--- config.mk ---
export PLATFORM = sky130hd
export DESIGN_NAME = mux_2x1_arbiter_flat
export DESIGN_NICKNAME = d
export VERILOG_FILES = /design/src/rtl/mux_2x1_arbiter_if.sv /design/src/rtl/mux_2x1_arbiter.sv /design/src/flat_wrapper.sv
export SDC_FILE = /design/constraint.sdc
export NUM_CORES = 1
export LEC_CHECK = 0
export ABC_AREA = 1
export CAP_MARGIN = 40
export CORE_UTILIZATION = 39
export DETAILED_ROUTE_END_ITERATION = 7
export HOLD_SLACK_MARGIN = 0.15
export PLACE_DENSITY = 0.86
export SETUP_SLACK_MARGIN = 0.15
export SLEW_MARGIN = 20
export SYNTH_ARGS = -nofsm -noshare
export SYNTH_HDL_FRONTEND = slang
export SYNTH_SLANG_ARGS = --single-unit
--- constraint.sdc ---
create_clock -name clk -period 2.4 [get_ports clk]
set_input_delay 0.36 -clock clk [delete_from_list [all_inputs] [get_ports clk]]
set_output_delay 0.36 -clock clk [all_outputs]
set_load 0.05 [all_outputs]
--- src/rtl/mux_2x1_arbiter_if.sv ---
// Bus between the two requesters, the shared 2:1 mux and its consumer.
//   req0/req1 : level requests from requester 0 / 1
//   i0/i1     : requester data (WIDTH bits each)
//   gnt0/gnt1 : registered one-hot grants
//   s         : registered mux select (0 -> i0, 1 -> i1)
//   op        : muxed data, valid while op_valid is high
//   op_valid  : gnt0 | gnt1
// master : requester/consumer side; slave : arbiter side.
interface mux_2x1_arbiter_if #(
    parameter int WIDTH = 8
);
    logic             req0;
    logic             req1;
    logic [WIDTH-1:0] i0;
    logic [WIDTH-1:0] i1;
    logic             gnt0;
    logic             gnt1;
    logic             s;
    logic [WIDTH-1:0] op;
    logic             op_valid;

    modport master (
        output req0, req1, i0, i1,
        input  gnt0, gnt1, s, op, op_valid
    );

    modport slave (
        input  req0, req1, i0, i1,
        output gnt0, gnt1, s, op, op_valid
    );
endinterface

--- src/rtl/mux_2x1_arbiter.sv ---
// Round-robin arbiter in front of a 2:1 data mux. Grants one requester at a
// time; an owner is forced to hand over after MAX_HOLD cycles only when the
// other side is waiting, otherwise it keeps the grant indefinitely.
//   clk : rising-edge clock
//   rst : synchronous, active-high reset
//   bus : mux_2x1_arbiter_if slave modport (requests, data, grants, mux out)
//
// state  | meaning
// IDLE   | no owner; s holds the last select
// GRANT0 | requester 0 owns the mux, s=0
// GRANT1 | requester 1 owns the mux, s=1
module mux_2x1_arbiter #(
    parameter int WIDTH    = 8,
    parameter int MAX_HOLD = 4
) (
    input  logic                  clk,
    input  logic                  rst,
    mux_2x1_arbiter_if.slave      bus
);
    localparam int CNT_W = (MAX_HOLD <= 2) ? 1 : $clog2(MAX_HOLD);
    localparam logic [CNT_W-1:0] HOLD_LAST = CNT_W'(MAX_HOLD - 1);

    typedef enum logic [1:0] {
        IDLE   = 2'd0,
        GRANT0 = 2'd1,
        GRANT1 = 2'd2
    } state_e;

    state_e           state_q, state_d;
    logic [CNT_W-1:0] cnt_q, cnt_d;
    logic             last_q, last_d;
    logic             s_q, s_d;
    logic [WIDTH-1:0] op_mux;

    always_ff @(posedge clk) begin
        if (rst) begin
            state_q <= IDLE;
            cnt_q   <= '0;
            last_q  <= 1'b1;
            s_q     <= 1'b0;
        end else begin
            state_q <= state_d;
            cnt_q   <= cnt_d;
            last_q  <= last_d;
            s_q     <= s_d;
        end
    end

    always_comb begin
        state_d = state_q;
        cnt_d   = cnt_q;
        last_d  = last_q;
        s_d     = s_q;
        case (state_q)
            IDLE: begin
                // On a tie, last_q=1 means requester 1 was served last, so 0 wins.
                if (bus.req0 && (!bus.req1 || last_q)) begin
                    state_d = GRANT0;
                    cnt_d   = '0;
                    last_d  = 1'b0;
                    s_d     = 1'b0;
                end else if (bus.req1) begin
                    state_d = GRANT1;
                    cnt_d   = '0;
                    last_d  = 1'b1;
                    s_d     = 1'b1;
                end
            end
            GRANT0: begin
                if (!bus.req0 || (bus.req1 && cnt_q == HOLD_LAST)) begin
                    if (bus.req1) begin
                        state_d = GRANT1;
                        cnt_d   = '0;
                        last_d  = 1'b1;
                        s_d     = 1'b1;
                    end else begin
                        state_d = IDLE;
                        cnt_d   = '0;
                    end
                end else if (cnt_q != HOLD_LAST) begin
                    cnt_d = cnt_q + CNT_W'(1);
                end
            end
            GRANT1: begin
                if (!bus.req1 || (bus.req0 && cnt_q == HOLD_LAST)) begin
                    if (bus.req0) begin
                        state_d = GRANT0;
                        cnt_d   = '0;
                        last_d  = 1'b0;
                        s_d     = 1'b0;
                    end else begin
                        state_d = IDLE;
                        cnt_d   = '0;
                    end
                end else if (cnt_q != HOLD_LAST) begin
                    cnt_d = cnt_q + CNT_W'(1);
                end
            end
            default: begin
                state_d = IDLE;
                cnt_d   = '0;
            end
        endcase
    end

    // op is deliberately ungated; the consumer qualifies it with op_valid.
    assign op_mux       = s_q ? bus.i1 : bus.i0;
    assign bus.op       = op_mux;
    assign bus.s        = s_q;
    assign bus.gnt0     = (state_q == GRANT0);
    assign bus.gnt1     = (state_q == GRANT1);
    assign bus.op_valid = (state_q == GRANT0) || (state_q == GRANT1);
endmodule

--- src/flat_wrapper.sv ---
// flat-port wrapper written by rule: the top's interface ports become plain ports
module mux_2x1_arbiter_flat 
#(
    parameter int WIDTH    = 8,
    parameter int MAX_HOLD = 4
)
  (clk, rst, bus_req0, bus_req1, bus_i0, bus_i1, bus_gnt0, bus_gnt1, bus_s, bus_op, bus_op_valid);
  mux_2x1_arbiter_if #(.WIDTH(WIDTH)) bus_i ();
  input  logic clk;
  input  logic rst;
  input wire logic [$bits(bus_i.req0)-1:0] bus_req0;
  input wire logic [$bits(bus_i.req1)-1:0] bus_req1;
  input wire logic [$bits(bus_i.i0)-1:0] bus_i0;
  input wire logic [$bits(bus_i.i1)-1:0] bus_i1;
  output wire logic [$bits(bus_i.gnt0)-1:0] bus_gnt0;
  output wire logic [$bits(bus_i.gnt1)-1:0] bus_gnt1;
  output wire logic [$bits(bus_i.s)-1:0] bus_s;
  output wire logic [$bits(bus_i.op)-1:0] bus_op;
  output wire logic [$bits(bus_i.op_valid)-1:0] bus_op_valid;
  assign bus_i.req0 = bus_req0;
  assign bus_i.req1 = bus_req1;
  assign bus_i.i0 = bus_i0;
  assign bus_i.i1 = bus_i1;
  assign bus_gnt0 = bus_i.gnt0;
  assign bus_gnt1 = bus_i.gnt1;
  assign bus_s = bus_i.s;
  assign bus_op = bus_i.op;
  assign bus_op_valid = bus_i.op_valid;
  mux_2x1_arbiter #(.WIDTH(WIDTH), .MAX_HOLD(MAX_HOLD)) u_core (.clk(clk), .rst(rst), .bus(bus_i));
endmodule
# Word level (Yosys, flattened, before mapping)
# Index checks and enable logic that the tools add are counted.
# totals
regBits	6
output_inout_bits	12
# op_classes
eq_ne	8
n_mux	24
addsub	1
reduce_logical	13
# ops
op	count
2-to-1 mux 2 bit	10
case mux 2 bit (3 select lines)	2
2-to-1 mux 1 bit	9
2-to-1 mux 8 bit	1
case mux 1 bit (3 select lines)	2
== test 2 bit, second input constant	2
logical OR 1 bit	4
inequality test 2 x 1 -> 1 bit, second input constant	2
inequality test 2 bit, second input constant	2
AND reduction 4 bit	1
logical AND 1 bit	3
inequality test 3 x 2 -> 1 bit, second input constant	1
AND reduction 3 bit	1
nonzero test 3 bit	1
adder 2 x 1 -> 2 bit, second input constant	1
== test 2 x 1 -> 1 bit, second input constant	1
logical NOT 1 bit	2
logical NOT 2 bit	1

# Depth between registers and ports, before layout
# Gate-level depths: netlist of the first run.
# depth
word_depth	5
depth_mapped	9
depth_no_buf	9

# Worst setup path before layout of the first run
# No wires, ideal clock.
# synth_timing
path_type	register to output
start	register u_core.s_q, in the netlist u_core.bus.s
end	output bus_op[0]
arrival_ns	1.289
n_path_buf	1
setup_slack_ns	0.751
stages_incl_launch_ff	5
cell_sequence	dfxtp_1 buf_2 inv_2 nand2_1 nand2_1
# synth_via
elab_chain_cells	1
# synth_lines
element	line_no	source
start: declaration	mux_2x1_arbiter.sv:32	logic s_q, s_d;
start signal: assignment	mux_2x1_arbiter.sv:40	s_q <= 1'b0;
start signal: assignment	mux_2x1_arbiter.sv:45	s_q <= s_d;
2-to-1 mux 8 bit	mux_2x1_arbiter.sv:107	assign op_mux = s_q ? bus.i1 : bus.i0;
end: declaration	flat_wrapper.sv:18	output wire logic [$bits(bus_i.op)-1:0] bus_op;
# No other way between the ends.

# Worst setup path in the final report of the first run
# layout_timing
start	register u_core.state_q[0]
end	output bus_gnt1
# layout_via
elab_chain_cells	1
# layout_lines
element	line_no	source
start: declaration	mux_2x1_arbiter.sv:29	state_e state_q, state_d;
start signal: assignment	mux_2x1_arbiter.sv:42	state_q <= state_d;
== test 2 bit	mux_2x1_arbiter.sv:111	assign bus.gnt1 = (state_q == GRANT1);
end: declaration	flat_wrapper.sv:16	output wire logic [$bits(bus_i.gnt1)-1:0] bus_gnt1;
# No other way between the ends.

==> metrics.md, run 1 <==
| Metric | Value |
|---|---|
| Hold_sp | u_core.last_q |
| Clk root buf | clkbuf_4 |
| Setup TNS | 0 ns |
| Worst-Margin Slew | 0.539 ns |
| Most common cell after layout, fill and taps aside | nand2_1 |
| Clock transition at the registers of the reported paths | 0.05 ns |
| Final WL | 1.54 mm |
| Slew Limit Fails | 0 |
| Tot Pwr | 1120 uW |
| R2R depth | 8 |
| Initial antenna violation count | 0 |
| Internal | 461 uW |
| Buffers on Ports | 31 |
| Initial drt markers | 14 |
| Gr usage total | 0.216 |
| Most frequent cells in the layout | 49 x nand2_1, 22 x clkdlybuf4s50_1, 14 x inv_1, 8 x buf_4, 7 x nor2_1 |
| Sw Pwr | 658 uW |
| Status | finished, final reports clean |
| Die H | 39.5 um |
| Crit start category | flip-flop |
| Combinational share of power | 0.758 |
| Clock Latency Late Sink | 0.25 ns |
| Relative slew slack | 0.640 |
| WS Path Type | flip-flop to output pin |
| Leak | 0.000466 uW |
| Synthesis-stage register bit count | 6 |
| Yosys top cell by area | nand2_1 |
| WP data required | 2.04 ns |
| Core area | 1300 um2 |
| Via/cell ratio | 4.71 |
| Worst hold stages | 4 |
| Grt ovf | 0 |
| Flop2flop setup slack | 0.99 ns |
| Die Area | 1560 um2 |
| WL/cell | 10.6 um |
| Power density over cell area | 1280 nW/um2 |
| Fin crit period | 2.14 ns |
| Core Rows | 13 |
| Residual DRC | 0 |
| Crit path max fanout | 4 |
| # fillers | 126 |
| Reg-to-Reg Start | u_core.state_q[0] |
| Initial Utilization | 0.422 |
| Reg power frac | 0.155 |
| Hold-fix buffers at CTS | 0 |
| CP endpoint kind | output pin |
| YS warnings | 0 |
| Clock Path Buffers | 2 |
| CTS tree | built |
| Syn nets | 123 |
| Sink Count | 6 |
| CTS Buf Count | 3 |
| Largest net degree at the start of global routing | 11 |
| Fin crit share | 0.892 |
| Distinct cells, synth | 14 |
| Seq/Total Area, Yosys | 0.219 |
| Type of the most critical hold path | flip-flop to flip-flop |
| Share of cells above drive strength 1 | 0.130 |
| Reg2reg end | u_core.state_q[1] |
| Die width | 39.5 um |
| CTS H-Tree Depth | 1 |
| Synthesized cell area | 549 um2 |
| ANT cells | 0 |
| Max_cap viols | 0 |
| Mean post-synth cell area | 5.60 um2 |
| Setup repair after global routing missed its margin | no |
| Io pins | 32 |
| Routability Congestion | 0.833 |
| Max Freq | 0.467 GHz |
| Hold EP | u_core.last_q |
| Final hold vios | 0 |
| Post-route ant nets | 0 |
| Vias | 687 |
| First-pass GRT wire length | 2.27 mm |
| Synth top area cells | nand2_1 33%, dfxtp_1 22%, ha_1 11%, inv_1 9.6%, nor2_1 4.8% |
| P&R area growth vs syn | 59.2% |
| Final setup vio count | 0 |
| Peak supply drop | 0.000741 V |
| Vias in the first global route | 558 |
| Post-DP HPWL | 1.22 mm |
| TritonRoute pass-1 iters | 5 |
| CP arrival | 1.78 ns |
| Share of the synthesized area in the top cell type | 0.335 |
| Switch share | 0.588 |
| Nets | 158 |
| Gate Count Post-Synth | 98 |
| Clock power share | 0.087 |
| Final setup skew | 0.000486 ns |
## cell usage after synthesis
cell,number
a21boi_1,1
buf_2,1
inv_1,14
ha_1,5
nand4_1,1
o21ai_4,1
nand2_1,49
nor2_1,7
a21oi_1,5
inv_2,1
dfxtp_1,6
o21ai_1,1
nand2_2,4
nand3_1,2
## layout make-up
cell class,count,area [um2],area share
inverters,15,56.3,0.0644
clock buffers,3,22.5,0.0258
flip-flops and latches,6,120,0.137
repair buffers,31,289,0.330
well taps,15,18.8,0.0215
multi-input cells,76,368,0.421
## flip-flops by register name (all words and copies together) (netlist names)
signal          count
u_core.bus.s        1
u_core.last_q       1
u_core.cnt_q        2
u_core.state_q      2
## metrics by stage
step	setup WS (ns)	utilization	std cells	instance area, um2	hold WS (ns)
global placement	0.457	0.656	143	853	0.495
CTS	0.278	0.672	146	875	0.520
detailed placement	0.405	0.656	143	853	0.510
global route	0.223	0.672	146	875	0.553
finish	0.259	0.672	146	875	0.514
floorplan	0.751	-	98	549	0.429
## power by group through the flow
stage               combinational [uW]  sequential [uW]  clock [uW]
finish                             848              174        97.5
global route                       909              181         104
CTS                                846              175        97.5
detailed placement                 849              177           0
global placement                   835              173           0
floorplan                          614              180           0
## how the worst max path moves through the flow
| stage | end | slack [ns] | from |
|---|---|---|---|
| global placement | bus_op_valid | 0.46 | u_core.state_q[0] |
| finish | bus_gnt1 | 0.26 | u_core.state_q[0] |
| detailed placement | bus_op_valid | 0.40 | u_core.state_q[0] |
| floorplan | bus_op[0] | 0.75 | u_core.bus.s |
| CTS | bus_gnt1 | 0.28 | u_core.state_q[0] |
| global route | bus_gnt1 | 0.22 | u_core.state_q[0] |
## cells by family (layout without fill, tap and decap cells)
logic type / after synthesis / in the layout / synth area share
flops: 6 / 6 / 0.219
compound gates: 8 / 8 / 0.0979
simple gates: 63 / 63 / 0.458
buf+inv: 16 / 49 / 0.112
fa+ha+maj: 5 / 5 / 0.114
## layer usage
layer / wire (um) / global-route usage / part of all wire
met1: 665 / 0.251 / 0.43
met2: 790 / 0.361 / 0.51
met3: 70 / 0.0852 / 0.045
met4: 14 / 0.0603 / 0.0091
met5: 0 / 0 / 0
## worst max-delay path, cell delays in order (launching register included)
cell and delay, ns:
dfxtp_1 0.33, inv_1 0.11, ha_1 0.23, clkdlybuf4s50_1 0.86
## what timing repair did
item                                    in CTS  in global routing
endpoints found under the hold margin        0                  0
buffers inserted                             0                  0
endpoints found under the setup margin       1                  0
gates resized for setup                      1                  0
Power figures use the tool's default switching activity.
==> run 2, diff against run 1 <==
CORE_UTILIZATION = 33   (was 39)
PLACE_DENSITY = 0.78   (was 0.86)
clock period = 1.8 ns   (was 2.4 ns; I/O delays follow)
==> run 2 against run 1 <==
Effect of this change:
- clock skew is 0.010 ns higher
- largest power group unchanged
- power grew 62%
- global-route usage down 0.14 points
- sequential power grew 34%
- core utilization decreased by 1.1 points
- largest cell class is now non-clock buffers
- setup slack got worse by 0.020 ns
- critical path type unchanged
==> metrics.md, run 2 (synthesis results as in run 1) <==
| Metric | Value |
|---|---|
| WP data required | 1.53 ns (-0.51 ns) |
| Clock Path Buffers | 2 (unchanged) |
| Die width | 42.8 um (+8.3%) |
| Critical Path Source | u_core.state_q[0] |
| CTS Buf Count | 3 (unchanged) |
| Io pins | 32 (unchanged) |
| # fillers | 137 (+8.7%) |
| Pre-CTS WS | 0.263 ns (-0.142 ns) |
| Vias | 686 (-0.15%) |
| Worst-Margin Slew | 0.321 ns (-0.218 ns) |
| Max_cap viols | 0 (unchanged) |
| Die Area | 1830 um2 (+17%) |
| CTS tree | built |
| Residual DRC | 0 (unchanged) |
| Die H | 42.8 um (+8.3%) |
| Setup TNS | 0 ns (unchanged) |
| Worst setup margin | 0.239 ns (-0.0202 ns) |
| ANT cells | 0 (unchanged) |
| Most frequent cells in the layout | 49 x nand2_1, 19 x clkdlybuf4s50_1, 14 x inv_1, 11 x buf_12, 7 x nor2_1 |
| Via/cell ratio | 4.67 (-0.82%) |
| Initial Utilization | 0.360 (-0.0617) |
| Status | finished, final reports clean |
| Most common cell after layout, fill and taps aside | nand2_1 |
| Fin crit period | 1.56 ns |
| Final setup skew | 0.0105 ns (+0.00998 ns) |
| Max Freq | 0.640 GHz |
| Initial antenna violation count | 0 (unchanged) |
| Fin crit share | 0.867 |
| Relative slew slack | 0.786 (+0.146) |
| Power density over cell area | 1800 nW/um2 (+41%) |
| P&R area growth vs syn | 83.4% |
| Grt ovf | 0 (unchanged) |
| Clock Latency Late Sink | 0.26 ns (about the same) |
| Leak | 0.000515 uW (+11%) |
| Largest registers | u_core.cnt_q x2, u_core.state_q x2 |
| Hold-fix buffers at CTS | 0 (unchanged) |
| Vias in the first global route | 631 (+13%) |
| Nets | 158 (unchanged) |
| Post-DP HPWL | 1.31 mm (+7.7%) |
| Reg-to-Reg Start | u_core.state_q[0] |
| Clock transition at the registers of the reported paths | 0.05 ns (about the same) |
| Storage cell area | 120 um2 (unchanged) |
| Core Rows | 14 (+1) |
| Routability Congestion | 0.890 (+6.8%) |
| First-pass GRT wire length | 2.86 mm (+26%) |
| WL/cell | 11.6 um (+9.4%) |
| Initial drt markers | 19 (+5) |
| Crit start category | flip-flop |
| Final setup vio count | 0 (unchanged) |
| TritonRoute pass-1 iters | 4 (-1) |
| WS Path Type | flip-flop to output pin |
| Final hold vios | 0 (unchanged) |
| Largest net degree at the start of global routing | 11 (unchanged) |
| Setup repair after global routing missed its margin | no |
| Gr usage total | 0.215 (-0.00137) |
| Hold_sp | u_core.cnt_q[0] |
| CTS H-Tree Depth | 1 (unchanged) |
| Crit path max fanout | 4 (unchanged) |
| Core area | 1520 um2 (+17%) |
| Slew Limit Fails | 0 (unchanged) |
| Multi-input gate area | 370 um2 (+0.68%) |
| Final WL | 1.70 mm (+10%) |
| Sink Count | 6 (unchanged) |
| Share of cells above drive strength 1 | 0.168 (+0.0382) |
| CP arrival | 1.29 ns (-0.49 ns) |
| CP endpoint kind | output pin |
| Post-route ant nets | 0 (unchanged) |
| Clk root buf | clkbuf_4 |
| Type of the most critical hold path | flip-flop to flip-flop |
| Buffers on Ports | 31 (unchanged) |
| Peak supply drop | 0.00117 V (+57%) |
==> run 2: cell count changes in the layout (fill, tap and decap cells not counted), sizes merged <==
| cell | delta |
|---|---|
| buf | +4 |
| clkdlybuf4s50 | -3 |
| dlygate4sd2 | -1 |
==> run 2: metrics by stage <==
step / instance area, um2 / hold WS [ns] / power, uW / util / instances
after floorplan: 549 / 0.339 / 1060 / - / 98
after global placement: 982 / 0.494 / 1640 / 0.644 / 144
after detailed placement: 982 / 0.508 / 1660 / 0.644 / 144
after CTS: 1000 / 0.515 / 1810 / 0.659 / 147
after global routing: 1010 / 0.547 / 1930 / 0.661 / 147
final: 1010 / 0.517 / 1810 / 0.661 / 147
==> run 2: cell type report <==
class | instances | share of cell area
well taps | 16 | 0.0199
inverters | 15 | 0.0559
multi-input cells | 76 | 0.368
flip-flops and latches | 6 | 0.119
clock buffers | 3 | 0.0224
repair buffers | 31 | 0.415
==> run 2: power breakdown <==
group / internal (uW) / switching (uW)
registers: 180 / 54.0
logic: 614 / 831
clock network: 76.0 / 57.7
==> run 2: worst max-delay path, stage by stage (launching register included) <==
cell and delay (ns):
dfxtp_1 0.39, inv_1 0.10, ha_2 0.39, buf_12 0.15
==> run 2: worst paths after layout <==
path	endpoint	slack (ns)	cells past startpoint
max	bus_op_valid	0.24	3
min	u_core.cnt_q[0]	0.52	2
max reg2reg	u_core.state_q[1]	0.33	8
min reg2reg	u_core.cnt_q[0]	0.52	2
==> run 2: what timing repair did <==
action	CTS	global route
endpoints found under the setup margin	0	1
buffers inserted	0	0
gates resized for setup	0	1
==> run 2: per-layer routing <==
layer / vias up / share of wire / global-route usage
met4: 0 / 0.023 / 0.131
met3: 7 / 0.072 / 0.0638
li1: 359 / - / -
met2: 33 / 0.51 / 0.367
met1: 287 / 0.39 / 0.228
met5: - / 0 / 0
